==> src/rtl/stopwatch_display_driver.sv <==
// Stopwatch MM:SS display driver: per-frame snapshot, BCD conversion and 4-digit seven-segment scan.
// Optional macro LEADING_ZERO_BLANK_EN blanks a zero minutes-tens digit.
module stopwatch_display_driver #(
  parameter int unsigned REFRESH_DIV  = 4,
  parameter int unsigned BLINK_FRAMES = 2
) (
  input  logic       clk,
  input  logic       rst_n,
  input  logic [7:0] minutes,
  input  logic [5:0] seconds,
  input  logic [1:0] status,
  output logic [3:0] an,
  output logic [6:0] seg,
  output logic       dp,
  output logic       frame_done,
  output logic       ovf
);

  typedef enum logic [1:0] {
    ST_IDLE  = 2'b00,
    ST_RUN   = 2'b01,
    ST_PAUSE = 2'b10,
    ST_RSVD  = 2'b11
  } status_e;

  localparam int unsigned RW = $clog2(REFRESH_DIV);
  localparam int unsigned BW = (BLINK_FRAMES > 1) ? $clog2(BLINK_FRAMES) : 1;

  logic          started_q;
  logic [RW-1:0] ref_cnt_q, ref_cnt_d;
  logic [1:0]    idx_q, idx_d;
  logic [7:0]    min_q, min_d;
  logic [5:0]    sec_q, sec_d;
  status_e       st_q, st_d;
  logic [BW-1:0] blink_q, blink_d;
  logic          phase_q, phase_d;
  logic [3:0]    an_q, an_d;
  logic [6:0]    seg_q, seg_d;
  logic          dp_q, dp_d;
  logic          fd_q, ovf_q;

  logic          last_cnt, slot_adv, load;
  logic [7:0]    min_sat;
  logic          sec_bad;
  logic [3:0]    digit;

  function automatic logic [6:0] seg7(input logic [3:0] d);
    unique case (d)
      4'd0:    seg7 = 7'h3F;
      4'd1:    seg7 = 7'h06;
      4'd2:    seg7 = 7'h5B;
      4'd3:    seg7 = 7'h4F;
      4'd4:    seg7 = 7'h66;
      4'd5:    seg7 = 7'h6D;
      4'd6:    seg7 = 7'h7D;
      4'd7:    seg7 = 7'h07;
      4'd8:    seg7 = 7'h7F;
      4'd9:    seg7 = 7'h6F;
      default: seg7 = 7'h00;
    endcase
  endfunction

  assign last_cnt  = (ref_cnt_q == RW'(REFRESH_DIV - 1));
  assign slot_adv  = started_q && last_cnt;
  assign load      = slot_adv && (idx_q == 2'd3);
  assign idx_d     = slot_adv ? idx_q + 2'd1 : idx_q;
  // The first edge after reset only presents slot 0, so that slot still lasts REFRESH_DIV cycles.
  assign ref_cnt_d = (!started_q || last_cnt) ? '0 : ref_cnt_q + 1'b1;

  always_comb begin
    min_d   = min_q;
    sec_d   = sec_q;
    st_d    = st_q;
    blink_d = blink_q;
    phase_d = phase_q;
    if (load) begin
      min_d = minutes;
      sec_d = seconds;
      st_d  = status_e'(status);
      if (st_d == ST_PAUSE && st_q == ST_PAUSE) begin
        if (blink_q == BW'(BLINK_FRAMES - 1)) begin
          blink_d = '0;
          phase_d = ~phase_q;
        end else begin
          blink_d = blink_q + 1'b1;
        end
      end else begin
        blink_d = '0;
        phase_d = 1'b0;
      end
    end
  end

  // Decode from next-state snapshot so the slot-0 value on a load edge already reflects it.
  always_comb begin
    min_sat = (min_d > 8'd99) ? 8'd99 : min_d;
    sec_bad = (sec_d > 6'd59);
    unique case (idx_d)
      2'd0: digit = 4'(sec_d % 6'd10);
      2'd1: digit = 4'(sec_d / 6'd10);
      2'd2: digit = 4'(min_sat % 8'd10);
      2'd3: digit = 4'(min_sat / 8'd10);
    endcase
    an_d  = 4'b0001 << idx_d;
    seg_d = seg7(digit);
    dp_d  = (idx_d == 2'd2);
    if (!idx_d[1] && sec_bad) seg_d = 7'h40;
`ifdef LEADING_ZERO_BLANK_EN
    if (idx_d == 2'd3 && digit == 4'd0) seg_d = '0;
`endif
    if (st_d == ST_RSVD) begin
      seg_d = 7'h40;
      dp_d  = 1'b0;
    end else if (phase_d) begin
      seg_d = '0;
      dp_d  = 1'b0;
    end
  end

  always_ff @(posedge clk) begin
    if (!rst_n) begin
      started_q <= 1'b0;
      ref_cnt_q <= '0;
      idx_q     <= '0;
      min_q     <= '0;
      sec_q     <= '0;
      st_q      <= ST_IDLE;
      blink_q   <= '0;
      phase_q   <= 1'b0;
      an_q      <= '0;
      seg_q     <= '0;
      dp_q      <= 1'b0;
      fd_q      <= 1'b0;
      ovf_q     <= 1'b0;
    end else begin
      started_q <= 1'b1;
      ref_cnt_q <= ref_cnt_d;
      idx_q     <= idx_d;
      min_q     <= min_d;
      sec_q     <= sec_d;
      st_q      <= st_d;
      blink_q   <= blink_d;
      phase_q   <= phase_d;
      fd_q      <= load;
      if (load) ovf_q <= (minutes > 8'd99);
      if (!started_q || slot_adv) begin
        an_q  <= an_d;
        seg_q <= seg_d;
        dp_q  <= dp_d;
      end
    end
  end

  assign an         = an_q;
  assign seg        = seg_q;
  assign dp         = dp_q;
  assign frame_done = fd_q;
  assign ovf        = ovf_q;

endmodule

==> config.mk <==
export PLATFORM = sky130hd
export DESIGN_NAME = stopwatch_display_driver
export DESIGN_NICKNAME = d
export VERILOG_FILES = /design/src/rtl/stopwatch_display_driver.sv
export SDC_FILE = /design/constraint.sdc
export NUM_CORES = 1
export LEC_CHECK = 0
export ABC_AREA = 1
export CORE_ASPECT_RATIO = 0.75
export CORE_MARGIN = 3
export CORE_UTILIZATION = 58
export CTS_CLUSTER_DIAMETER = 200
export DETAILED_ROUTE_END_ITERATION = 8
export PLACE_DENSITY = 0.82
export SYNTH_ARGS = -nofsm -noshare
export SYNTH_HDL_FRONTEND = slang
export SYNTH_SLANG_ARGS = --single-unit
export TNS_END_PERCENT = 1
==> constraint.sdc <==
create_clock -name clk -period 9.6 [get_ports clk]
set_input_delay 0.96 -clock clk [delete_from_list [all_inputs] [get_ports clk]]
set_output_delay 0.96 -clock clk [all_outputs]
set_load 0.05 [all_outputs]
Word level (Yosys, flattened, before mapping)
Memories as Yosys holds them, arrays and structs flattened.
Cells that the tools add are included.
{"block": "totals", "ff_bits": 37, "latch_bits": 0, "ram_bits": 0, "rom_bits": 112, "input_bits": 18, "word_cells": 62, "n_memories": 1}
{"block": "classes", "add_sub_neg": 3, "n_mul": 0, "div": 4, "order_cmp": 3, "eq_ne": 8, "shift": 1, "muxes": 17, "bitwise_logic": 2, "n_reduce_logical": 10}
{"name": "(no name shown)", "words": 16, "width": 7, "rd": 1, "rd_ports_with_merged_regs": 0, "write_ports": 0, "line_no": "48", "source": "unique case (d)"}
{"cell": "2-to-1 mux 7 bit", "count": 3}
{"cell": "> comparator 8 x 7 -> 1 bit (second input constant)", "count": 2}
{"cell": "2-to-1 mux 8 bit", "count": 2}
{"cell": "case mux 4 bit (4 select lines)", "count": 1}
{"cell": "equality test 2 bit (second input constant)", "count": 7}
{"cell": "divider 8 x 4 -> 8 bit (second input constant)", "count": 1}
{"cell": "modulo 8 x 4 -> 8 bit (second input constant)", "count": 1}
{"cell": "2-to-1 mux 1 bit", "count": 8}
{"cell": "divider 6 x 4 -> 6 bit (second input constant)", "count": 1}
{"cell": "> comparator 6 bit (second input constant)", "count": 1}
{"cell": "modulo 6 x 4 -> 6 bit (second input constant)", "count": 1}
{"cell": "2-to-1 mux 6 bit", "count": 1}
{"cell": "adder 2 x 1 -> 2 bit (second input constant)", "count": 2}
{"cell": "logical AND 1 bit", "count": 4}
{"cell": "2-to-1 mux 2 bit", "count": 2}
{"cell": "left shift 1 x 2 -> 4 bit (first input constant)", "count": 1}
{"cell": "equality test 2 x 1 -> 1 bit (second input constant)", "count": 1}
{"cell": "logical NOT 1 bit", "count": 2}
{"cell": "logical NOT 2 bit", "count": 1}
{"cell": "logical OR 1 bit", "count": 2}
{"cell": "NOT 1 bit", "count": 2}
{"cell": "OR reduction 2 bit", "count": 1}
{"cell": "adder 1 bit (second input constant)", "count": 1}

Logic depth before layout (Yosys ltp)
Gate-level depths: netlist of the first run.
An unclocked memory read counts as a cell.
{"block": "logic_depth", "word_depth": 12, "mapped_depth": 34, "mapped_depth_nobuf": 34}

Worst setup path before layout of the first run
No wires, ideal clock.
{"block": "synth_timing", "path_kind": "input -> register", "startpoint": "input port minutes[7]", "endpoint": "register seg_q[3], in the netlist seg[3]", "arrival_time_ps": 3685, "setup_slack_ps": 5846, "cell_stages": 25, "cell_sequence": "o21ai_4 -> nand2_1 -> nand2_2 -> o21ai_4 -> inv_4 -> nand3_2 -> nand2_1 -> o211ai_1 -> nand2_2 -> ha_1 -> inv_1 -> nor3_2 -> nand3_1 -> nand3_4 -> nand2_1 -> o21ai_2 -> nand2_1 -> nand3_1 -> nand3_1 -> nand2_2 -> inv_1 -> ha_1 -> nor2_1 -> nor2_1 -> o21ai_1"}
{"block": "synth_between", "elab_chain_len": 9}
{"item": "start, declared", "line_no": "9", "source": "input logic [7:0] minutes,"}
{"item": "2-to-1 mux 8 bit (*)", "line_no": "76", "source": "if (load) begin"}
{"item": "> comparator 8 x 7 -> 1 bit", "line_no": "96", "source": "min_sat = (min_d > 8'd99) ? 8'd99 : min_d;"}
{"item": "2-to-1 mux 8 bit (*)", "line_no": "96"}
{"item": "divider 8 x 4 -> 8 bit or modulo 8 x 4 -> 8 bit (tied branches)", "line_no": "102, 101"}
{"item": "case mux 4 bit (4 select lines) (*)", "line_no": "98", "source": "unique case (idx_d)"}
{"item": "memory read (16 x 7 bit) (*)"}
{"item": "2-to-1 mux 7 bit (*)", "line_no": "107", "source": "if (!idx_d[1] && sec_bad) seg_d = 7'h40;"}
{"item": "2-to-1 mux 7 bit (*)", "line_no": "114", "source": "end else if (phase_d) begin"}
{"item": "2-to-1 mux 7 bit (*)", "line_no": "111", "source": "if (st_d == ST_RSVD) begin"}
{"item": "end signal, assigned", "line_no": "148", "source": "seg_q <= seg_d;"}
{"item": "end, declared", "line_no": "38", "source": "logic [6:0] seg_q, seg_d;"}
Mark *: on every way between the ends. The rest lies on a longest branch, timed or not.
A chain may end at the register's enable or synchronous reset.

Worst setup path after layout of the first run
{"block": "layout_timing", "startpoint": "register idx_q[0]", "endpoint": "register seg_q[5], in the netlist seg[5]"}
{"block": "layout_between", "elab_chain_len": 11}
{"item": "start, declared", "line_no": "31", "source": "logic [1:0] idx_q, idx_d;"}
{"item": "start signal, assigned", "line_no": "138", "source": "idx_q <= idx_d;"}
{"item": "equality test 2 bit", "line_no": "65", "source": "assign load = slot_adv && (idx_q == 2'd3);"}
{"item": "logical AND 1 bit", "line_no": "65"}
{"item": "2-to-1 mux 8 bit", "line_no": "76"}
{"item": "> comparator 8 x 7 -> 1 bit", "line_no": "96"}
{"item": "2-to-1 mux 8 bit", "line_no": "96"}
{"item": "divider 8 x 4 -> 8 bit or modulo 8 x 4 -> 8 bit (tied branches)", "line_no": "102, 101"}
{"item": "case mux 4 bit (4 select lines)", "line_no": "98"}
{"item": "memory read (16 x 7 bit)"}
{"item": "2-to-1 mux 7 bit", "line_no": "107"}
{"item": "2-to-1 mux 7 bit", "line_no": "114"}
{"item": "2-to-1 mux 7 bit (*)", "line_no": "111"}
Marks and branches as above.

==> results of run 1 <==
## layout make-up
class	count	area share, %
Multi-Input combinational cell	290	54.95
Tap cell	55	2.179
Inverter	56	6.735
Clock inverter	3	0.6735
Sequential cell	37	23.45
Timing Repair Buffer	31	9.826
Clock buffer	5	2.179
## worst min-delay path by stage
stage	startpoint	endpoint	slack, ns	cells after the start
6_report	ref_cnt_q[0]	ref_cnt_q[0]	0.42	1
5_1_grt	ref_cnt_q[0]	ref_cnt_q[0]	0.44	1
4_1_cts	ref_cnt_q[0]	ref_cnt_q[0]	0.43	1
3_5_place_dp	ref_cnt_q[0]	ref_cnt_q[0]	0.41	1
3_3_place_gp	ref_cnt_q[0]	ref_cnt_q[0]	0.41	1
2_1_floorplan	ref_cnt_q[0]	ref_cnt_q[0]	0.40	1
## through the flow
stage / cell area (µm²) / worst slack [ns] / cells
3_3_place_gp: 3068 / 5.103 / 469
5_1_grt: 3158 / 4.484 / 477
3_5_place_dp: 3068 / 4.901 / 469
2_1_floorplan: 2734 / 5.846 / 390
4_1_cts: 3158 / 4.875 / 477
6_report: 3158 / 4.863 / 477
## flip-flops by register name (all words and copies together) (netlist names), 2 cells and up
register and count:
min_q 8, ref_cnt_q 2, st_q 2, sec_q 6, an 4, idx_q 2, seg 7
## worst max-delay path: cells and delay by family (launching register included)
family | cells | cell delay [ns]
AO/OA/AOI/OAI | 6 | 1.05
AND/OR/NAND/NOR | 16 | 2.33
adder cells (fa/ha/maj) | 3 | 0.61
flip-flops | 1 | 0.44
buffers and inverters | 3 | 0.23
## where the power goes
| group | internal (mW) | leakage (nW) | total [mW] | switching, mW |
|---|---|---|---|---|
| Clock | 0.0516 | 0.0445 | 0.116 | 0.0645 |
| Combinational | 0.0145 | 1.28 | 0.0362 | 0.0218 |
| Sequential | 0.157 | 0.301 | 0.159 | 0.00245 |
## cell usage after synthesis
master    instances  area [µm²]
a21boi_1          1       7.510
a21boi_2          1       11.26
a21o_1            1       7.510
a21oi_1          11       55.05
a22o_1            1       8.760
a32o_1            3       30.03
buf_4             1       7.510
buf_6             2       22.52
clkbuf_1          4       15.01
dfxtp_1          37       740.7
ha_1             10       125.1
inv_1            45       168.9
inv_2            10       37.54
inv_4             1       6.260
mux2i_1           4       40.04
nand2_1         103       386.6
nand2_2          24       150.1
nand2_4           5       56.30
nand3_1          24       120.1
nand3_2           8       80.08
nand3_4           2       35.03
nand4_1           8       50.05
nand4_2           1       12.51
nand4_4           1       21.27
nor2_1           38       142.6
nor2_2            2       12.51
nor2_4            4       45.04
nor2_8            2       40.04
nor3_2            1       10.01
o211ai_1          1       7.510
o21ai_0          10       50.05
o21ai_1           6       30.03
o21ai_2           8       70.07
o21ai_4           3       48.80
o21bai_1          1       7.510
o311ai_0          1       8.760
or2_1             1       6.260
or2_2             1       6.260
xnor2_1           1       8.760
xnor2_2           1       16.27
xnor2_4           1       27.53
## per-layer routing
layer  vias up  routed length (µm)  track usage (%)
li1       1310                   -                -
met1      1147                3102            32.31
met2        55                2712            38.37
met3         6                 282            5.764
met4         0                  38            4.545
met5         -                   0                0
## logic make-up (layout without fill, tap and decap cells)
kind of cell	after synthesis	in the layout	synth area share [%]
AOI/OAI and AO/OA	48	48	12.54
xor gates and xnor gates	3	3	1.923
and+or+nand+nor	225	225	42.97
DFF	37	37	27.09
muxes	4	4	1.465
adders and majority gates	10	10	4.577
buffers and inverters	63	95	9.428
## cell usage in the layout (no fill, tap or decap), drive strengths merged
master / synthesis / routed
nand2: 132 / 132
inv: 56 / 57
nor2: 46 / 46
dfxtp: 37 / 37
nand3: 34 / 34
clkdlybuf4s50: 0 / 31
o21ai: 27 / 27
a21oi: 11 / 11
ha: 10 / 10
nand4: 10 / 10
clkbuf: 4 / 5
mux2i: 4 / 4
a32o: 3 / 3
xnor2: 3 / 3
or2: 2 / 2
a21boi: 2 / 2
o211ai: 1 / 1
nor3: 1 / 1
a22o: 1 / 1
o21bai: 1 / 1
o311ai: 1 / 1
a21o: 1 / 1
clkinv: 0 / 1
clkinvlp: 0 / 1
==> impl_metrics.yaml, run 1 <==
outcome:
  outcome: "completed"
grt:
  grt_pass1_wl_um: 10690
  grt_pass1_vias: 2370
  grt_max_degree: 23
  grt.total_usage_pct: 23.71
  antenna_found_initial: 0
  grt_overflow: 0
route:
  drt-total-wl_um: 6137
  via_count: 2518
  avgRoutedWirePerCell_um: 12.87
  dr.pass1.iters: 4
  routed_via_density: 5.279
  post-route-drc-count: 0
  dr.first_iter.drc_count: 146
  ant_nets: 0
cts:
  htree_levels: 2
  cts.path.max_buffers: 2
  cts_setup_buffers: 0
  cts_num_sinks: 37
  clk_pin_slew_worst_paths_ns: 0.09
  cts_resized: 0
  numCtsBuffers: 5
  clock_latency_ns: 0.30
  ctsHoldBuffers: 0
  cts_tree: "done"
  cts_root_buffer: "clkbuf_8"
die:
  core_area_um2: 4279
  die_h_um: 65.46
  start_util_pct: 63.89
  std_cell_rows: 20
  io_pins: 32
  die_area_um2: 5582
  die_x_um: 85.28
timing:
  timing.final.crit_share_pct: 49.34
  hold_violations: 0
  drv_slew: 0
  slew_headroom_pct: 53.04
  whs_ns: 0.4245
  rsz0062_at_grt: "no"
  skew_ns: 0.006513
  fin_crit_ns: 4.737
  max_freq_mhz: 211.1
  worst_slew_pin_slew_ns: 0.7037
  setup_viol: 0
  timing.setup.tns_ns: 0
logic_synthesis:
  syn-num-nets: 418
  synth_area_um2: 2734
  syn_inst: 390
  ys.warnings.count: 0
  synth-seq-area-share_pct: 27.09
  synth_area_per_cell_um2: 7.010
  ys_seq_elements: 37
  synth_cell_types: 41
placement:
  io_buffers: 31
  dpl.hpwl_um: 4708
  gp_congestion: 0.8437
setup_path:
  cpMaxStageDelayCell: "nand3_2"
  path_class: "reg2reg"
  worstReg2RegStart: "idx_q[0]"
  end_kind: "register"
  r2r_end: "seg[5]"
  r2r_slack_ns: 4.86
  cp.arrival_ns: 4.98
  cp_data_required_time_ns: 9.85
  start_kind: "register"
  worstSetupEndpoint: "seg[5]"
  cp-startpoint: "idx_q[0]"
  crit_top_cell: "nand3_1"
  critPathMaxStageDelay_ns: 0.49
  cp_max_fo: 22
  r2r_cells: 28
pwr:
  power.density_nw_per_um2: 98.74
  p_total_mw: 0.3118
  leakagePower_nw: 1.621
  ir_drop_uv: 108.4
finish:
  regArea_um2: 740.7
  n_antenna_cell: 0
  fin_nets: 449
  layout-drive-gt1-share_pct: 19.91
  n_fill_cell: 360
  syn2layout_area_growth_pct: 15.51
  multi_input_area_um2: 1735
  fin_util_pct: 73.80
job:
  cap_viol_max_count: 0
hold_path:
  min_path_type: "reg2reg"
Power figures use the tool's default switching activity.
==> run 2: changes to the inputs <==
--- a/config.mk
+++ b/config.mk
@@ -8,10 +8,10 @@
 export ABC_AREA = 1
 export CORE_ASPECT_RATIO = 0.75
 export CORE_MARGIN = 3
-export CORE_UTILIZATION = 58
+export CORE_UTILIZATION = 57
 export CTS_CLUSTER_DIAMETER = 200
 export DETAILED_ROUTE_END_ITERATION = 8
-export PLACE_DENSITY = 0.82
+export PLACE_DENSITY = 0.81
 export SYNTH_ARGS = -nofsm -noshare
 export SYNTH_HDL_FRONTEND = slang
 export SYNTH_SLANG_ARGS = --single-unit
==> constraint.sdc (replaced) <==
create_clock -name clk -period 4.9 [get_ports clk]
set_input_delay 0.49 -clock clk [delete_from_list [all_inputs] [get_ports clk]]
set_output_delay 0.49 -clock clk [all_outputs]
set_load 0.05 [all_outputs]
==> impl_metrics.yaml, run 2 (synthesized netlist as in run 1, its figures left out) <==
finish:
  fin_nets: 450
  n_fill_cell: 401
  final_cell_mix: "nand2_1 (103), inv_1 (45), nor2_1 (38), dfxtp_1 (37), clkdlybuf4s50_1 (31)"
  syn2layout_area_growth_pct: 15.88
  regMostFlops: "min_q"
  layout-drive-gt1-share_pct: 20.09
  regArea_um2: 740.7
  multi_input_area_um2: 1735
  final_common_cell: "nand2_1"
  largest_reg_flops: 8
  n_antenna_cell: 0
timing:
  max_freq_mhz: 227.0
  worst_slew_pin_slew_ns: 0.7540
  slew_headroom_pct: 49.55
  hold_violations: 0
  whs_ns: 0.4386
  timing.final.crit_share_pct: 89.89
  drv_slew: 0
  fin_crit_ns: 4.404
  setup_viol: 0
  skew_ns: 0.005991
  rsz0062_at_grt: "no"
  timing.setup.tns_ns: 0
setup_path:
  r2r_slack_ns: 0.50
  end_kind: "register"
  path_class: "reg2reg"
  cp.arrival_ns: 4.64
  path_buf_inv: 3
  start_kind: "register"
  crit_top_cell: "nand3_1"
  crit_family: "simple AND/OR/NAND/NOR gates"
  cpMaxStageDelayCell: "dfxtp_1"
  cp_max_fo: 11
  cp_data_required_time_ns: 5.14
  critPathMaxStageDelay_ns: 0.44
placement:
  gp_congestion: 0.8416
  io_buffers: 31
  dpl.hpwl_um: 4938
route:
  top_layer: "met4"
  avgRoutedWirePerCell_um: 13.06
  wl_met2_um: 2705
  dr_wl_met3_um: 415
  dr.first_iter.drc_count: 133
  post-route-drc-count: 0
  drt-total-wl_um: 6270
  routed_via_density: 5.223
  wl_met1_um: 3115
  via_count: 2507
  dr.pass1.iters: 4
  ant_nets: 0
hold_path:
  min_path_type: "reg2reg"
die:
  die_area_um2: 5672
  die_x_um: 85.97
  io_pins: 32
  start_util_pct: 60.14
  die_h_um: 65.98
  std_cell_rows: 21
  core_area_um2: 4546
cts:
  cts_num_sinks: 37
  cts_tree: "done"
  cts.path.max_buffers: 2
  cts_setup_buffers: 0
  htree_levels: 2
  cts_resized: 0
  clock_latency_ns: 0.30
  ctsHoldBuffers: 0
  clk_pin_slew_worst_paths_ns: 0.08
  cts_root_buffer: "clkbuf_8"
  numCtsBuffers: 5
grt:
  grt_overflow: 0
  antenna_found_initial: 0
  grt_pass1_vias: 2370
  grt.total_usage_pct: 24.01
  grt_max_degree: 23
  grt_pass1_wl_um: 10900
outcome:
  outcome: "completed"
job:
  cap_viol_max_count: 0
pwr:
  power.density_nw_per_um2: 192.8
  ir_drop_uv: 154.3
  leakagePower_nw: 1.625
## run 2: final timing paths
check	depth (start not counted)	to	start
max	29	seg[6]	idx_q[0]
min	1	ref_cnt_q[0]	ref_cnt_q[0]
max reg2reg	29	seg[6]	idx_q[0]
min reg2reg	1	ref_cnt_q[0]	ref_cnt_q[0]
## run 2: worst register-to-register path, delay by kind of cell (launching register included)
kind	cells	cell delay, ns
buffers and inverters	3	0.22
AND/OR/NAND/NOR	18	2.31
flip-flops	1	0.44
adder cells (fa/ha/maj)	3	0.61
AO/OA/AOI/OAI	5	0.76
## run 2: layer usage
metal | vias up | global-route usage, %
li1 | 1306 | -
met1 | 1140 | 32.75
met2 | 58 | 38.56
met3 | 3 | 5.230
met4 | 0 | 5.731
met5 | - | 0
## run 2: power by group
group | total, mW | internal, mW | switching, mW
Clock | 0.227 | 0.101 | 0.126
Combinational | 0.0714 | 0.0283 | 0.0431
Sequential | 0.313 | 0.308 | 0.00513
Total | 0.611 | 0.437 | 0.174
## run 2: metrics by stage
stage	power (mW)	utilization, %	cell area (µm²)	setup WS (ns)	std cells
final	0.6107	69.69	3168	0.4956	480
after global routing	0.6328	69.69	3168	0.03339	480
after CTS	0.6103	69.69	3168	0.4750	480
after detailed placement	0.3904	67.71	3078	0.5109	472
after global placement	0.3899	67.71	3078	0.6958	472
after floorplan	0.3572	-	2734	1.217	390
## run 2: final cells by class
cell class              count  share of cell area (%)
repair buffers             32                   10.03
well taps                  57                   2.251
inverters                  56                   6.714
clock buffers               5                   2.172
flip-flops and latches     37                   23.38
multi-input cells         290                   54.78
clock inverters             3                  0.6714
